<file path="src/rtl/lock_pkg.sv">
// Shared definitions for both ends of the two-button combination lock:
// the default code width and the sender's state encoding.
package lock_pkg;

    localparam int LOCK_CODE_LEN = 5;

    typedef enum logic [1:0] {
        IDLE  = 2'd0,
        PRESS = 2'd1,
        GAP   = 2'd2,
        DONE  = 2'd3
    } lock_state_e;

    // Bits needed to hold 0..n-1, never less than one.
    function automatic int clog2_min1(input int n);
        return (n <= 2) ? 1 : $clog2(n);
    endfunction

endpackage

</file>
<file path="src/rtl/lock_gap_timer.sv">
// Loadable down-counter that holds at zero; tc_o flags the terminal count.
module lock_gap_timer #(
    parameter int W = 1
) (
    input  logic         clk_i,
    input  logic         rst_i,
    input  logic         load_i,
    input  logic [W-1:0] load_val_i,
    input  logic         en_i,
    output logic         tc_o
);

    logic [W-1:0] cnt_q, cnt_d;

    always_comb begin
        cnt_d = cnt_q;
        if (load_i) begin
            cnt_d = load_val_i;
        end else if (en_i && (cnt_q != '0)) begin
            cnt_d = cnt_q - 1'b1;
        end
    end

    always_ff @(posedge clk_i) begin
        if (rst_i) begin
            cnt_q <= '0;
        end else begin
            cnt_q <= cnt_d;
        end
    end

    assign tc_o = (cnt_q == '0);

endmodule

</file>
<file path="src/rtl/lock_code_sender.sv">
// Serialises a captured code word MSB first into one-cycle button presses
// separated by an idle gap, and records the lock's answer on the last press.
module lock_code_sender
    import lock_pkg::*;
#(
    parameter int CODE_LEN   = LOCK_CODE_LEN,
    parameter int GAP_CYCLES = 2
) (
    input  logic                clk,
    input  logic                rst,
    input  logic                start,
    input  logic [CODE_LEN-1:0] code,
    input  logic                unlock,
    output logic                button0,
    output logic                button1,
    output logic                busy,
    output logic                done,
    output logic                success
);

    localparam int IW = clog2_min1(CODE_LEN);
    localparam int GW = clog2_min1(GAP_CYCLES);
    localparam logic [IW-1:0] IDX_LAST = IW'(CODE_LEN - 1);
    // The counter is loaded at the press edge, so it spans GAP_CYCLES values ending at zero.
    localparam logic [GW-1:0] GAP_LOAD = GW'((GAP_CYCLES > 0) ? GAP_CYCLES - 1 : 0);

    lock_state_e         state_q, state_d;
    logic [CODE_LEN-1:0] code_q, code_d;
    logic [IW-1:0]       idx_q, idx_d;
    logic                success_q, success_d;
    logic                gap_load, gap_en, gap_tc;

    lock_gap_timer #(.W(GW)) u_gap_timer (
        .clk_i      (clk),
        .rst_i      (rst),
        .load_i     (gap_load),
        .load_val_i (GAP_LOAD),
        .en_i       (gap_en),
        .tc_o       (gap_tc)
    );

    always_comb begin
        state_d   = state_q;
        code_d    = code_q;
        idx_d     = idx_q;
        success_d = success_q;
        gap_load  = 1'b0;
        gap_en    = 1'b0;
        case (state_q)
            IDLE: begin
                if (start) begin
                    code_d    = code;
                    idx_d     = IDX_LAST;
                    success_d = 1'b0;
                    state_d   = PRESS;
                end
            end
            PRESS: begin
                if (idx_q == '0) begin
                    success_d = unlock;
                    state_d   = DONE;
                end else begin
                    idx_d = idx_q - 1'b1;
                    if (GAP_CYCLES != 0) begin
                        gap_load = 1'b1;
                        state_d  = GAP;
                    end
                end
            end
            GAP: begin
                gap_en = 1'b1;
                if (gap_tc) begin
                    state_d = PRESS;
                end
            end
            DONE: begin
                state_d = IDLE;
            end
            default: begin
                state_d = IDLE;
            end
        endcase
    end

    always_ff @(posedge clk) begin
        if (rst) begin
            state_q   <= IDLE;
            code_q    <= '0;
            idx_q     <= '0;
            success_q <= 1'b0;
        end else begin
            state_q   <= state_d;
            code_q    <= code_d;
            idx_q     <= idx_d;
            success_q <= success_d;
        end
    end

    // Buttons come only from flops, so start/unlock never reach them combinationally.
    assign button1 = (state_q == PRESS) &  code_q[idx_q];
    assign button0 = (state_q == PRESS) & ~code_q[idx_q];
    assign busy    = (state_q != IDLE);
    assign done    = (state_q == DONE);
    assign success = success_q;

endmodule

</file>
<file path="config.mk">
export PLATFORM = sky130hd
export DESIGN_NAME = lock_code_sender
export DESIGN_NICKNAME = d
export VERILOG_FILES = /design/src/rtl/lock_pkg.sv /design/src/rtl/lock_gap_timer.sv /design/src/rtl/lock_code_sender.sv
export SDC_FILE = /design/constraint.sdc
export NUM_CORES = 1
export LEC_CHECK = 0
export CAP_MARGIN = 20
export CORE_MARGIN = 2
export CORE_UTILIZATION = 45
export DETAILED_ROUTE_END_ITERATION = 7
export GPL_TIMING_DRIVEN = 0
export PLACE_DENSITY = 0.72
export SYNTH_ARGS = -nofsm -noshare
export SYNTH_HDL_FRONTEND = slang
export SYNTH_SLANG_ARGS = --single-unit
export TNS_END_PERCENT = 50
</file>
<file path="constraint.sdc">
create_clock -name clk -period 1.7 [get_ports clk]
set_input_delay 0.34 -clock clk [delete_from_list [all_inputs] [get_ports clk]]
set_output_delay 0.34 -clock clk [all_outputs]
set_load 0.02 [all_outputs]
</file>
; After elaboration in Yosys (flattened, before gate mapping)
; Index checks and enable logic that the tools add are counted.
[classes]
n_addsub = 2
n_lt_le_gt_ge = 1
eq_ne = 7
muxes = 17
n_bitwise = 3
n_reduce_logical = 10
[ops]
columns = operator, count
row1 = two-way mux 1 bit, 9
row2 = inequality test 2 bit (second input constant), 4
row3 = case mux 2 bit (4 select lines), 1
row4 = two-way mux 3 bit, 2
row5 = case mux 3 bit (2 select lines), 1
row6 = AND reduction 3 bit, 2
row7 = nonzero test 2 bit, 3
row8 = equality test 2 bit (second input constant), 2
row9 = less-than comparator 3 x 4 -> 1 bit (second input constant), 1
row10 = two-way mux 2 bit, 2
row11 = AND reduction 2 bit, 2
row12 = binary-select mux 1 bit (select 3 bit), 1
row13 = logical NOT 3 bit, 1
row14 = subtractor 3 x 1 -> 3 bit (second input constant), 1
row15 = bitwise AND 1 bit, 2
row16 = equality test 2 x 1 -> 1 bit (second input constant), 1
row17 = logical NOT 2 bit, 1
row18 = case mux 1 bit (2 select lines), 1
row19 = logical AND 1 bit, 1
row20 = NOT 1 bit, 1
row21 = subtractor 1 bit (second input constant), 1
[word_totals]
reg_bits = 12
inputBits = 9
out_inout_bits = 5
wordCells = 45

; Longest topological paths before layout
; Gate-level depths: netlist of the first run.
[logic_depth]
depth_word = 5
mapped_depth = 5
mapped_depth_nobuf = 5

; Hierarchy
; A second synthesis of the first run with hierarchy kept.
[unflattened]
hier_cells = 69
hier_area_um2 = 651.9
[by_module_without_submodules]
columns = mod, instances, cells_each, area_each_um2
row1 = lock_code_sender, 1, 65, 604.3
row2 = lock_gap_timer, 1, 4, 47.5

; Least setup slack after synthesis of the first run
; OpenSTA, ideal clock, no wires.
[synth_timing]
path_kind = register -> output
from = reg idx_q[2]
to = out button0
t_arrival_ps = 1338
setup_slack_ps = 22
path_stages_with_launch = 5
path_cell_list = dfxtp_1 > buf_6 > mux2i_1 > nor3_1 > nor4_1
[synth_via]
elab_chain_len = 4
[synth_lines]
columns = element, line_no
row1 = from (decl), lock_code_sender.sv:29  ; logic [IW-1:0] idx_q, idx_d;
row2 = from (signal assigned), lock_code_sender.sv:94  ; idx_q <= idx_d;
row3 = binary-select mux 1 bit (select 3 bit), lock_code_sender.sv:101  ; assign button0 = (state_q == PRESS) & ~code_q[idx_q];
row4 = two-way mux 1 bit (implied by the code), lock_code_sender.sv:101
row5 = NOT 1 bit, lock_code_sender.sv:101
row6 = bitwise AND 1 bit, lock_code_sender.sv:101
row7 = to (decl), lock_code_sender.sv:14  ; output logic button0,
; No other way between the ends. The select of a mux whose other input is x is not followed.

; Worst setup path in the final report of the first run
[layout_timing]
from = reg idx_q[2]
to = out button1
[layout_via]
elab_chain_len = 3
[layout_lines]
columns = element, line_no
row1 = binary-select mux 1 bit (select 3 bit), lock_code_sender.sv:100  ; assign button1 = (state_q == PRESS) & code_q[idx_q];
row2 = two-way mux 1 bit (implied by the code), lock_code_sender.sv:100
row3 = bitwise AND 1 bit, lock_code_sender.sv:100
row4 = to (decl), lock_code_sender.sv:15  ; output logic button1,
; No other way between the ends. The select of a mux whose other input is x is not followed.

==> impl_summary.txt, run 1 <==
----------------------------------------------------
[Flow run]
  Max Cap Violations ... 0

[Placement]
  Final HPWL DP ... 939 um
  Instance area after placement ... 790 um^2
  Place WS ... -0.253 ns
  GPL Wtd Cong ... 0.781
  Number of buffers added on ports ... 13

[Min path]
  Worst min-delay path category ... register to register

[Cells and area]
  Post-Layout Inst Area ... 871 um^2
  Count of nets after finishing ... 103
  Synth-to-Final Area Change ... 35.9%
  Fraction of layout cells with a size suffix above 1 ... 25.3%
  Antenna diodes ... 0

[Synthesis]
  Most frequently used flop master after synthesis ... sky130_fd_sc_hd__dfxtp_1
  Number of synthesized flops with an enable pin ... 0
  Total nets after synthesis ... 84
  Synth top area share ... 37.5%
  Sequential cell area fraction in the yosys report ... 37.5%
  Area contributors post-synth ... sky130_fd_sc_hd__dfxtp_1, sky130_fd_sc_hd__mux2i_1, sky130_fd_sc_hd__a21oi_1
  Library cells used by synthesis ... 30
  Cell count after synthesis ... 73
  Number of synthesis warnings ... 0
  Share of flip-flops with an asynchronous set or reset ... 0%
  Area leader, netlist ... sky130_fd_sc_hd__dfxtp_1
  Area of the mapped netlist ... 641 um^2
  Post-Synthesis Mean Instance Area ... 8.78 um^2
  Number of storage elements in the synthesis netlist ... 12

[Critical path]
  Crit-path slowest cell ... sky130_fd_sc_hd__dfxtp_2
  Kind of cell adding the most delay to the critical path ... buffers and inverters
  Reg2Reg Setup Slack ... 0.07 ns
  Buffers & Inverters on Critical Path ... 3
  Depth of the worst register-to-register path ... 5
  Endpoint of the most critical register-to-register path ... idx_q[1]$_SDFFE_PP0P_
  Critical register-to-register path startpoint ... idx_q[0]$_SDFFE_PP0P_
  Data required time at the worst endpoint ... 1.36 ns
  Nature of the critical path endpoint ... output pin
  Critical Path Source Type ... register
  Most common cell on crit path ... sky130_fd_sc_hd__buf_6
  Crit path launch ... idx_q[2]$_SDFFE_PP0P_
  Crit path max fanout ... 7
  Kind of critical path ... register to output pin
  Number of gates on the worst path with buffers counted ... 5
  Arrival time of the worst setup path ... 1.41 ns
  Termination of the worst setup path ... button1
  Stage delay of the slowest cell on the critical path ... 0.33 ns
  Critical-path cell list ... buf_6 -> buf_4 -> nor3_2 -> o31a_1 -> buf_6

[Detailed routing]
  Detailed-route via count ... 575
  Total DRC errors in the routed layout ... 0
  Count of routing violations after the opening detailed-route iteration ... 17
  Final antenna-violating net count ... 0
  Via density per instance ... 5.42
  First-pass iteration count of the detailed router ... 4
  Drt total wl ... 1.43 mm
  Routed wirelength normalized by instance count ... 13.5 um

[CTS]
  Maximum number of buffers from clock root to sink ... 2
  Number of buffers inserted by hold repair at cts ... 0
  Number of buffers inserted during clock tree synthesis ... 3
  Clk sink count ... 12
  Clock-pin slew on the worst setup and hold paths ... 0.08 ns
  Source-to-sink clock delay at the later pin of the worst-skew pair ... 0.28 ns
  Clock H-tree levels ... 1
  Buffer type at the clock tree root ... sky130_fd_sc_hd__clkbuf_4
  TritonCTS clock tree ... yes

[Timing]
  Setup skew after layout ... 0.00766 ns
  Peak clock frequency supported by timing ... 0.571 GHz
  Period utilisation layout ... 103%
  RSZ-0062 raised after global routing ... true
  Sum Neg Setup Slack ... -0.0779 ns
  Smallest hold slack ... 0.496 ns
  Final worst path period need ... 1.75 ns
  Worst path setup slack after routing ... -0.0504 ns
  Number of pins with negative max-slew slack in the final report ... 0
  Max-slew headroom at the worst pin ... 59.8%
  Final setup violation count ... 2
  Final Hold Viols ... 0
  Transition at the pin with the smallest max-transition slack ... 0.601 ns

[Power]
  Maximum ir drop on the vdd rail ... 0.654 mV
  Ratio of total power to cell area ... 974 nW/um^2
  Total Power ... 0.000848 W
  Leakage power figure ... 0.352 nW

[Global route]
  Antenna violations before repair ... 0
  Combined global-route utilization of all metal layers ... 18.4%
  Vias in the first global route ... 586
  Total grt overflow ... 0
  Global-route wire length before repair ... 2.39 mm
  Maximum number of pins on one net before global-route repair ... 11

[Die]
  Die boundary width ... 41.7 um
  Initial cell density of the core ... 48.6%
  Total Die Area ... 1740 um^2
  Io pins ... 14
  Die boundary height ... 41.7 um
  Core area ... 1320 um^2
  Placement Rows ... 13

[Outcome]
  Failing checks ... negative setup slack
  Status ... finished, violations left

----------------------------------------------------
layer usage:
| metal | up-vias | track usage [%] | routed length (um) |
|---|---|---|---|
| met5 | - | 0 | 0 |
| met3 | 4 | 4.35 | 80 |
| li1 | 284 | - | - |
| met4 | 0 | 14.8 | 27 |
| met1 | 267 | 20.0 | 601 |
| met2 | 20 | 30.0 | 722 |
layout make-up:
cell class                      instances  area [um^2]
Inverter                                4         15.0
Timing Repair Buffer                   14          131
Buffer                                  5         38.8
Clock buffer                            4         36.3
Fill cell                             124          447
Tap cell                               15         18.8
Sequential cell                        12          246
Multi-Input combinational cell         52          384
synth_stat cells (2+ instances only):
master,count
sky130_fd_sc_hd__nor2_1,6
sky130_fd_sc_hd__o21ai_0,3
sky130_fd_sc_hd__nand2b_1,3
sky130_fd_sc_hd__nand3_1,2
sky130_fd_sc_hd__a21oi_1,7
sky130_fd_sc_hd__mux2i_1,7
sky130_fd_sc_hd__clkbuf_1,2
sky130_fd_sc_hd__nor3_1,3
sky130_fd_sc_hd__dfxtp_1,12
sky130_fd_sc_hd__inv_1,4
sky130_fd_sc_hd__buf_6,2
sky130_fd_sc_hd__ha_1,2
sky130_fd_sc_hd__nand2_1,3
placed cells by master (no fill, tap or decap), drive strengths merged:
cell type       n
or2             1
buf             7
ha              2
nand3b          1
nand2           3
nor2b           1
and2            1
or4             1
nor3b           1
a21oi           7
inv             4
a21o            1
o21ai           3
mux2i           7
o21bai          1
o31a            1
nor3            3
clkbuf          5
nand2b          3
and3b           1
nor2            6
a211o           1
xnor2           1
dfxtp          12
nand3           2
and2b           1
or2b            1
clkdlybuf4s50   9
nor4            1
dlygate4sd2     2
o21a            1
what timing repair did:
action	CTS	global route
buffers inserted	1	0
pin swaps	2	0
resized for setup	22	4
endpoints found under the setup margin	4	3
per-stage QoR:
step	std cells	utilization (%)
2_1_floorplan	73	-
3_3_place_gp	101	59.9
3_5_place_dp	101	59.9
4_1_cts	106	65.2
5_1_grt	106	66.1
6_report	106	66.1
state kept, by name, summed over array words and instances, names as in the netlist:
register,flops
code_q,5
idx_q,3
state_q,2
success,1
u_gap_timer.cnt_q,1
worst min path at each step:
stage	start	endpoint	slack, ns	cells after the start
final	u_gap_timer.cnt_q$_SDFFE_PP0P_	state_q[1]$_SDFFE_PP0P_	0.50	2
after global placement	code_q[0]$_SDFFE_PP0P_	code_q[0]$_SDFFE_PP0P_	0.47	2
after floorplan	rst	idx_q[1]$_SDFFE_PP0P_	0.41	1
after CTS	u_gap_timer.cnt_q$_SDFFE_PP0P_	state_q[1]$_SDFFE_PP0P_	0.50	2
after detailed placement	code_q[0]$_SDFFE_PP0P_	code_q[0]$_SDFFE_PP0P_	0.49	2
after global routing	u_gap_timer.cnt_q$_SDFFE_PP0P_	state_q[1]$_SDFFE_PP0P_	0.53	2
power breakdown:
group	internal, W	total [W]	switching, W
Combinational	0.000140	0.000282	0.000142
Sequential	0.000313	0.000334	0.0000211
Clock	0.000130	0.000232	0.000102
kinds of logic (layout without fill, tap and decap cells):
| family | count (synthesis) | in the layout | share of synthesized area (%) |
|---|---|---|---|
| buf+inv | 9 | 27 | 8.20 |
| compound gates | 15 | 15 | 14.1 |
| flops | 12 | 12 | 37.5 |
| simple gates | 27 | 27 | 24.0 |
| mux | 7 | 7 | 10.9 |
| xor+xnor | 1 | 1 | 1.37 |
| fa+ha+maj | 2 | 2 | 3.91 |
tightest hold or removal path, stage by stage (launching register included):
cell and delay (ns):
sky130_fd_sc_hd__dfxtp_1 0.32, sky130_fd_sc_hd__nand3b_1 0.08, sky130_fd_sc_hd__a21oi_1 0.06
No activity file was read; power rests on OpenSTA's default activity.
==> run 2: changes to the inputs <==
CORE_MARGIN = 5   (was 2)
CTS_CLUSTER_DIAMETER = 150   (was unset)
PLACE_DENSITY = unset   (was 0.72)
PLACE_DENSITY_LB_ADDON = 0.12   (was unset)
==> impl_summary.txt, run 2 (synthesis gave the netlist of run 1 again) <==
----------------------------------------------------
[Outcome]
  Status ... finished, violations left
  Failing checks ... negative setup slack

[CTS]
  Clk sink count ... 12 (unchanged)
  Source-to-sink clock delay at the later pin of the worst-skew pair ... 0.28 ns (about the same)
  Maximum number of buffers from clock root to sink ... 2 (unchanged)
  TritonCTS clock tree ... yes
  Clock H-tree levels ... 1 (unchanged)
  Number of buffers inserted during clock tree synthesis ... 3 (unchanged)
  Clock-pin slew on the worst setup and hold paths ... 0.08 ns (about the same)
  Buffer type at the clock tree root ... sky130_fd_sc_hd__clkbuf_4
  Number of buffers inserted by hold repair at cts ... 0 (unchanged)

[Timing]
  Smallest hold slack ... 0.500 ns (+0.00444 ns)
  Worst path setup slack after routing ... -0.0512 ns (-0.000844 ns)
  Sum Neg Setup Slack ... -0.0848 ns (-0.00693 ns)
  Peak clock frequency supported by timing ... 0.571 GHz (about the same)
  Final Hold Viols ... 0 (unchanged)
  Number of pins with negative max-slew slack in the final report ... 0 (unchanged)
  Final setup violation count ... 2 (unchanged)
  Final worst path period need ... 1.75 ns (+0.000844 ns)
  RSZ-0062 raised after global routing ... true
  Max-slew headroom at the worst pin ... 60.3% (+0.48 points)
  Transition at the pin with the smallest max-transition slack ... 0.593 ns (-0.00722 ns)
  Period utilisation layout ... 103% (about the same)
  Setup skew after layout ... 0.000717 ns (-0.00694 ns)

[Cells and area]
  Registers with the most flip-flops ... code_q x5, idx_q x3, state_q x2
  Count of nets after finishing ... 102 (-0.97%)
  Fraction of layout cells with a size suffix above 1 ... 24.4% (-0.83 points)
  Total of fill cells in the finished design ... 111 (-10%)
  Max reg flops ... 5 (unchanged)
  Leading cell types in the layout, fill and taps excluded ... sky130_fd_sc_hd__dfxtp_1, sky130_fd_sc_hd__clkdlybuf4s50_1, sky130_fd_sc_hd__a21oi_1
  Synth-to-Final Area Change ... 40.8%
  Largest Register ... code_q
  Post-layout instance count excluding filler cells ... 105 (-0.94%)
  Antenna diodes ... 0 (unchanged)

[Die]
  Die boundary width ... 47.7 um (+14%)
  Placement Rows ... 13 (unchanged)
  Io pins ... 14 (unchanged)
  Total Die Area ... 2280 um^2 (+31%)
  Die boundary height ... 47.7 um (+14%)
  Initial cell density of the core ... 48.6% (unchanged)
  Core area ... 1320 um^2 (unchanged)

[Global route]
  Antenna violations before repair ... 0 (unchanged)
  Layer with the highest usage after global routing ... met1
  Maximum number of pins on one net before global-route repair ... 11 (unchanged)
  Global Route met1 Usage ... 18.6% (-1.4 points)
  Vias in the first global route ... 450 (-23%)
  Grt met2 use ... 17.2% (-13 points)
  Total grt overflow ... 0 (unchanged)
  Combined global-route utilization of all metal layers ... 13.0% (-5.3 points)
  Global-route wire length before repair ... 1.96 mm (-18%)
  Met3 track demand over resource in global routing ... 2.26% (-2.1 points)

[Min path]
  Worst min-delay path category ... register to register
  Beginning of the worst hold path ... u_gap_timer.cnt_q$_SDFFE_PP0P_

[Detailed routing]
  First-pass iteration count of the detailed router ... 4 (unchanged)
  Detailed-route via count ... 565 (-1.7%)
  Total DRC errors in the routed layout ... 0 (unchanged)
  Drt total wl ... 1.45 mm (+1.5%)
  Via density per instance ... 5.38 (-0.80%)
  Routed wirelength normalized by instance count ... 13.8 um (+2.4%)
  Count of routing violations after the opening detailed-route iteration ... 8 (-9)
  Final antenna-violating net count ... 0 (unchanged)

[Critical path]
  Critical register-to-register path startpoint ... idx_q[1]$_SDFFE_PP0P_
  Data required time at the worst endpoint ... 1.36 ns (about the same)
  Kind of critical path ... register to output pin
  Crit path max fanout ... 2 (-5)
  Nature of the critical path endpoint ... output pin
  Arrival time of the worst setup path ... 1.41 ns (about the same)
  Critical Path Source Type ... register
  Crit path launch ... idx_q[2]$_SDFFE_PP0P_

[Placement]
  Placed instance count ... 101 (unchanged)
  Final HPWL DP ... 918 um (-2.3%)
  Number of buffers added on ports ... 13 (unchanged)
  GPL Wtd Cong ... 0.782 (+0.23%)

[Flow run]
  Max Cap Violations ... 0 (unchanged)

[Power]
  Ratio of total power to cell area ... 959 nW/um^2 (-1.5%)
  Maximum ir drop on the vdd rail ... 0.583 mV (-11%)
  Leakage power figure ... 0.344 nW (-2.4%)
  Total Power ... 0.000865 W (+2.0%)

----------------------------------------------------
==> run 2: worst paths after layout <==
kind | slack, ns | to | cells after the start
worst max-delay path | -0.05 | button1 | 4
worst max register to register | 0.09 | idx_q[1]$_SDFFE_PP0P_ | 5
worst min register to register | 0.50 | u_gap_timer.cnt_q$_SDFFE_PP0P_ | 2
worst min-delay path | 0.50 | u_gap_timer.cnt_q$_SDFFE_PP0P_ | 2
==> run 2: metal layers <==
metal	vias up	wire length, um
met4	0	38
met1	252	698
met3	7	77
met2	19	637
li1	287	-
met5	-	0
==> run 2: area by class of cell <==
type / count / area (um^2) / share of cell area [%]
well taps: 15 / 18.8 / 2.08
multi-input cells: 52 / 414 / 45.9
flip-flops and latches: 12 / 249 / 27.6
inverters: 4 / 15.0 / 1.66
repair buffers: 14 / 135 / 15.0
clock buffers: 4 / 36.3 / 4.02
plain buffers: 4 / 33.8 / 3.74
==> run 2: critical path, stage by stage (launching register included) <==
cell and delay (ns):
sky130_fd_sc_hd__dfxtp_4 0.37, sky130_fd_sc_hd__mux2i_2 0.23, sky130_fd_sc_hd__nor3_2 0.09, sky130_fd_sc_hd__o31a_1 0.30, sky130_fd_sc_hd__buf_6 0.13
==> run 2: timing repair <==
action                                  CTS  global route
pin swaps                                 1             2
endpoints found under the setup margin    4             2
setup buffers                             1             0
resized for setup                        16            18
==> run 2: per-stage QoR <==
step,utilization (%),cell area (um^2),setup WS (ns)
after CTS,62.1,818,-0.0564
after floorplan,-,641,0.0220
after global placement,59.9,790,-0.252
after global routing,68.5,902,-0.107
after detailed placement,59.9,790,-0.264
final,68.5,902,-0.0512
==> run 2: report_power, final <==
group | switching (W) | total, W | internal [W] | leakage [nW]
Sequential | 0.0000276 | 0.000341 | 0.000314 | 0.100
Combinational | 0.000143 | 0.000289 | 0.000145 | 0.223
Clock | 0.000105 | 0.000235 | 0.000130 | 0.0210
Total | 0.000276 | 0.000865 | 0.000589 | 0.344
==> run 3: changes to the inputs <==
clock period = 2.23 ns   (was 1.7 ns; I/O delays follow)
==> impl_summary.txt, run 3 (synthesis gave the netlist of run 1 again) <==
----------------------------------------------------
[Outcome]
  Status ... complete, no violations

[Die]
  Die boundary width ... 47.7 um (unchanged)
  Io pins ... 14 (unchanged)
  Total Die Area ... 2280 um^2 (unchanged)
  Die boundary height ... 47.7 um (unchanged)
  Initial cell density of the core ... 48.6% (unchanged)
  Placement Rows ... 13 (unchanged)
  Core area ... 1320 um^2 (unchanged)

[Power]
  Maximum ir drop on the vdd rail ... 0.401 mV (-31%)
  Fraction of power consumed by the clock network ... 28.6% (+1.4 points)
  Psw ... 0.000186 W (-32%)
  Net switching share of the total power ... 30.0% (-1.9 points)
  Total Power ... 0.000621 W (-28%)
  Leakage power figure ... 0.332 nW (-3.6%)
  Ratio of total power to cell area ... 754 nW/um^2 (-21%)
  Relative contribution of sequential cells to total power ... 40.2% (+0.8 points)
  Share of power burned in combinational logic ... 31.3% (-2.1 points)
  Internal cell power ... 0.000435 W (-26%)

[Detailed routing]
  Drt total wl ... 1.24 mm (-15%)
  First-pass iteration count of the detailed router ... 4 (unchanged)
  Count of routing violations after the opening detailed-route iteration ... 6 (-2)
  Via density per instance ... 5.06 (-6.0%)
  Total DRC errors in the routed layout ... 0 (unchanged)
  Routed wirelength normalized by instance count ... 11.8 um (-15%)
  Detailed-route via count ... 531 (-6.0%)
  Final antenna-violating net count ... 0 (unchanged)

[CTS]
  Maximum number of buffers from clock root to sink ... 2 (unchanged)
  Buffer type at the clock tree root ... sky130_fd_sc_hd__clkbuf_4
  Number of buffers inserted during clock tree synthesis ... 3 (unchanged)
  Clock-pin slew on the worst setup and hold paths ... 0.08 ns (about the same)
  Resized Gates After CTS ... 3 (-13)
  Clock H-tree levels ... 1 (unchanged)
  Post-CTS setup buffers ... 0 (-1)
  TritonCTS clock tree ... yes
  Clk sink count ... 12 (unchanged)
  Source-to-sink clock delay at the later pin of the worst-skew pair ... 0.28 ns (about the same)
  Number of buffers inserted by hold repair at cts ... 0 (unchanged)

[Placement]
  Final HPWL DP ... 918 um (unchanged)
  Instance area after placement ... 790 um^2 (unchanged)
  GPL Wtd Cong ... 0.782 (unchanged)
  Number of buffers added on ports ... 13 (unchanged)
  Placed instance count ... 101 (unchanged)

[Critical path]
  Kind of critical path ... register to output pin
  Arrival time of the worst setup path ... 1.65 ns (+0.24 ns)
  Reg2Reg Setup Slack ... 0.59 ns (+0.50 ns)
  Nature of the critical path endpoint ... output pin
  Endpoint of the most critical register-to-register path ... idx_q[1]$_SDFFE_PP0P_
  Critical register-to-register path startpoint ... idx_q[0]$_SDFFE_PP0P_
  Crit path launch ... idx_q[2]$_SDFFE_PP0P_
  Critical Path Source Type ... register
  Data required time at the worst endpoint ... 1.78 ns (+0.42 ns)
  Crit path max fanout ... 8 (+6)
  Depth of the worst register-to-register path ... 5 (unchanged)

[Timing]
  Peak clock frequency supported by timing ... 0.477 GHz
  Final Hold Viols ... 0 (unchanged)
  Final setup violation count ... 0 (-2)
  Sum Neg Setup Slack ... 0 ns (+0.0848 ns)
  RSZ-0062 raised after global routing ... false
  Transition at the pin with the smallest max-transition slack ... 0.561 ns (-0.0324 ns)
  Setup skew after layout ... 0.000726 ns (+0.00000897 ns)
  Max-slew headroom at the worst pin ... 62.4% (+2.2 points)
  Number of pins with negative max-slew slack in the final report ... 0 (unchanged)
  Period utilisation layout ... 93.9%
  Final worst path period need ... 2.09 ns

[Cells and area]
  Registers with the most flip-flops ... code_q x5, idx_q x3, state_q x2
  Largest Register ... code_q
  Max reg flops ... 5 (unchanged)
  Count of nets after finishing ... 102 (unchanged)
  Fraction of layout cells with a size suffix above 1 ... 11.1% (-13 points)
  Leading cell types in the layout, fill and taps excluded ... sky130_fd_sc_hd__dfxtp_1, sky130_fd_sc_hd__clkdlybuf4s50_1, sky130_fd_sc_hd__mux2i_1, sky130_fd_sc_hd__a21oi_1, sky130_fd_sc_hd__nor2_1
  Most common cell after layout, fill and taps aside ... sky130_fd_sc_hd__dfxtp_1
  Synth-to-Final Area Change ... 28.7%
  Post-layout instance count excluding filler cells ... 105 (unchanged)
  Antenna diodes ... 0 (unchanged)
  Post-Layout Inst Area ... 825 um^2 (-8.6%)

[Min path]
  Beginning of the worst hold path ... u_gap_timer.cnt_q$_SDFFE_PP0P_
  Number of instances on the worst hold path ... 2 (unchanged)
  Worst min-delay path category ... register to register
  Worst-case hold path end point ... u_gap_timer.cnt_q$_SDFFE_PP0P_

[Flow run]
  Max Cap Violations ... 0 (unchanged)

[Global route]
  Total grt overflow ... 0 (unchanged)
  Global-route wire length before repair ... 1.94 mm (-1.1%)
  Vias in the first global route ... 453 (+0.67%)
  Combined global-route utilization of all metal layers ... 12.8% (-0.24 points)
  Antenna violations before repair ... 0 (unchanged)
  Maximum number of pins on one net before global-route repair ... 11 (unchanged)

----------------------------------------------------
==> run 3: worst max path at each step <==
stage               to  depth (start not counted)
6_report       button0                          5
2_1_floorplan  button0                          4
3_5_place_dp   button0                          5
5_1_grt        button0                          5
3_3_place_gp   button1                          5
4_1_cts        button0                          5
==> run 3: area by class of cell <==
| type | count | area [um^2] |
|---|---|---|
| Buffer | 5 | 38.8 |
| Clock buffer | 4 | 36.3 |
| Fill cell | 126 | 493 |
| Inverter | 4 | 15.0 |
| Multi-Input combinational cell | 52 | 348 |
| Sequential cell | 12 | 240 |
| Tap cell | 15 | 18.8 |
| Timing Repair Buffer | 13 | 128 |
==> run 3: critical path, cell delays in order (launching register included) <==
cell and delay (ns):
sky130_fd_sc_hd__dfxtp_1 0.33, sky130_fd_sc_hd__buf_6 0.12, sky130_fd_sc_hd__mux2i_1 0.19, sky130_fd_sc_hd__nor3_1 0.08
sky130_fd_sc_hd__nor4_1 0.27, sky130_fd_sc_hd__dlygate4sd2_1 0.37
==> run 3: routing by layer <==
layer / vias to the layer above / share of wire (%) / track usage (%)
met5: - / 0 / 0
met4: 0 / 3.1 / 9.68
met3: 5 / 7.7 / 2.26
met2: 15 / 40 / 16.9
met1: 229 / 49 / 18.1
li1: 282 / - / -
==> run 3: power by group through the flow <==
stage | sequential, W | combinational, W | clock (W)
floorplan | 0.000254 | 0.000139 | 0
global placement | 0.000254 | 0.000194 | 0
detailed placement | 0.000255 | 0.000197 | 0
CTS | 0.000250 | 0.000196 | 0.000183
global route | 0.000252 | 0.000217 | 0.000197
finish | 0.000250 | 0.000194 | 0.000178
==> run 3: metrics by stage <==
step                utilization [%]  hold slack, ns  worst slack [ns]
global placement               59.9           0.475             0.172
detailed placement             59.9           0.481             0.160
finish                         62.6           0.499             0.135
floorplan                         -           0.460             0.446
global route                   62.6           0.530            0.0300
CTS                            62.6           0.493             0.153
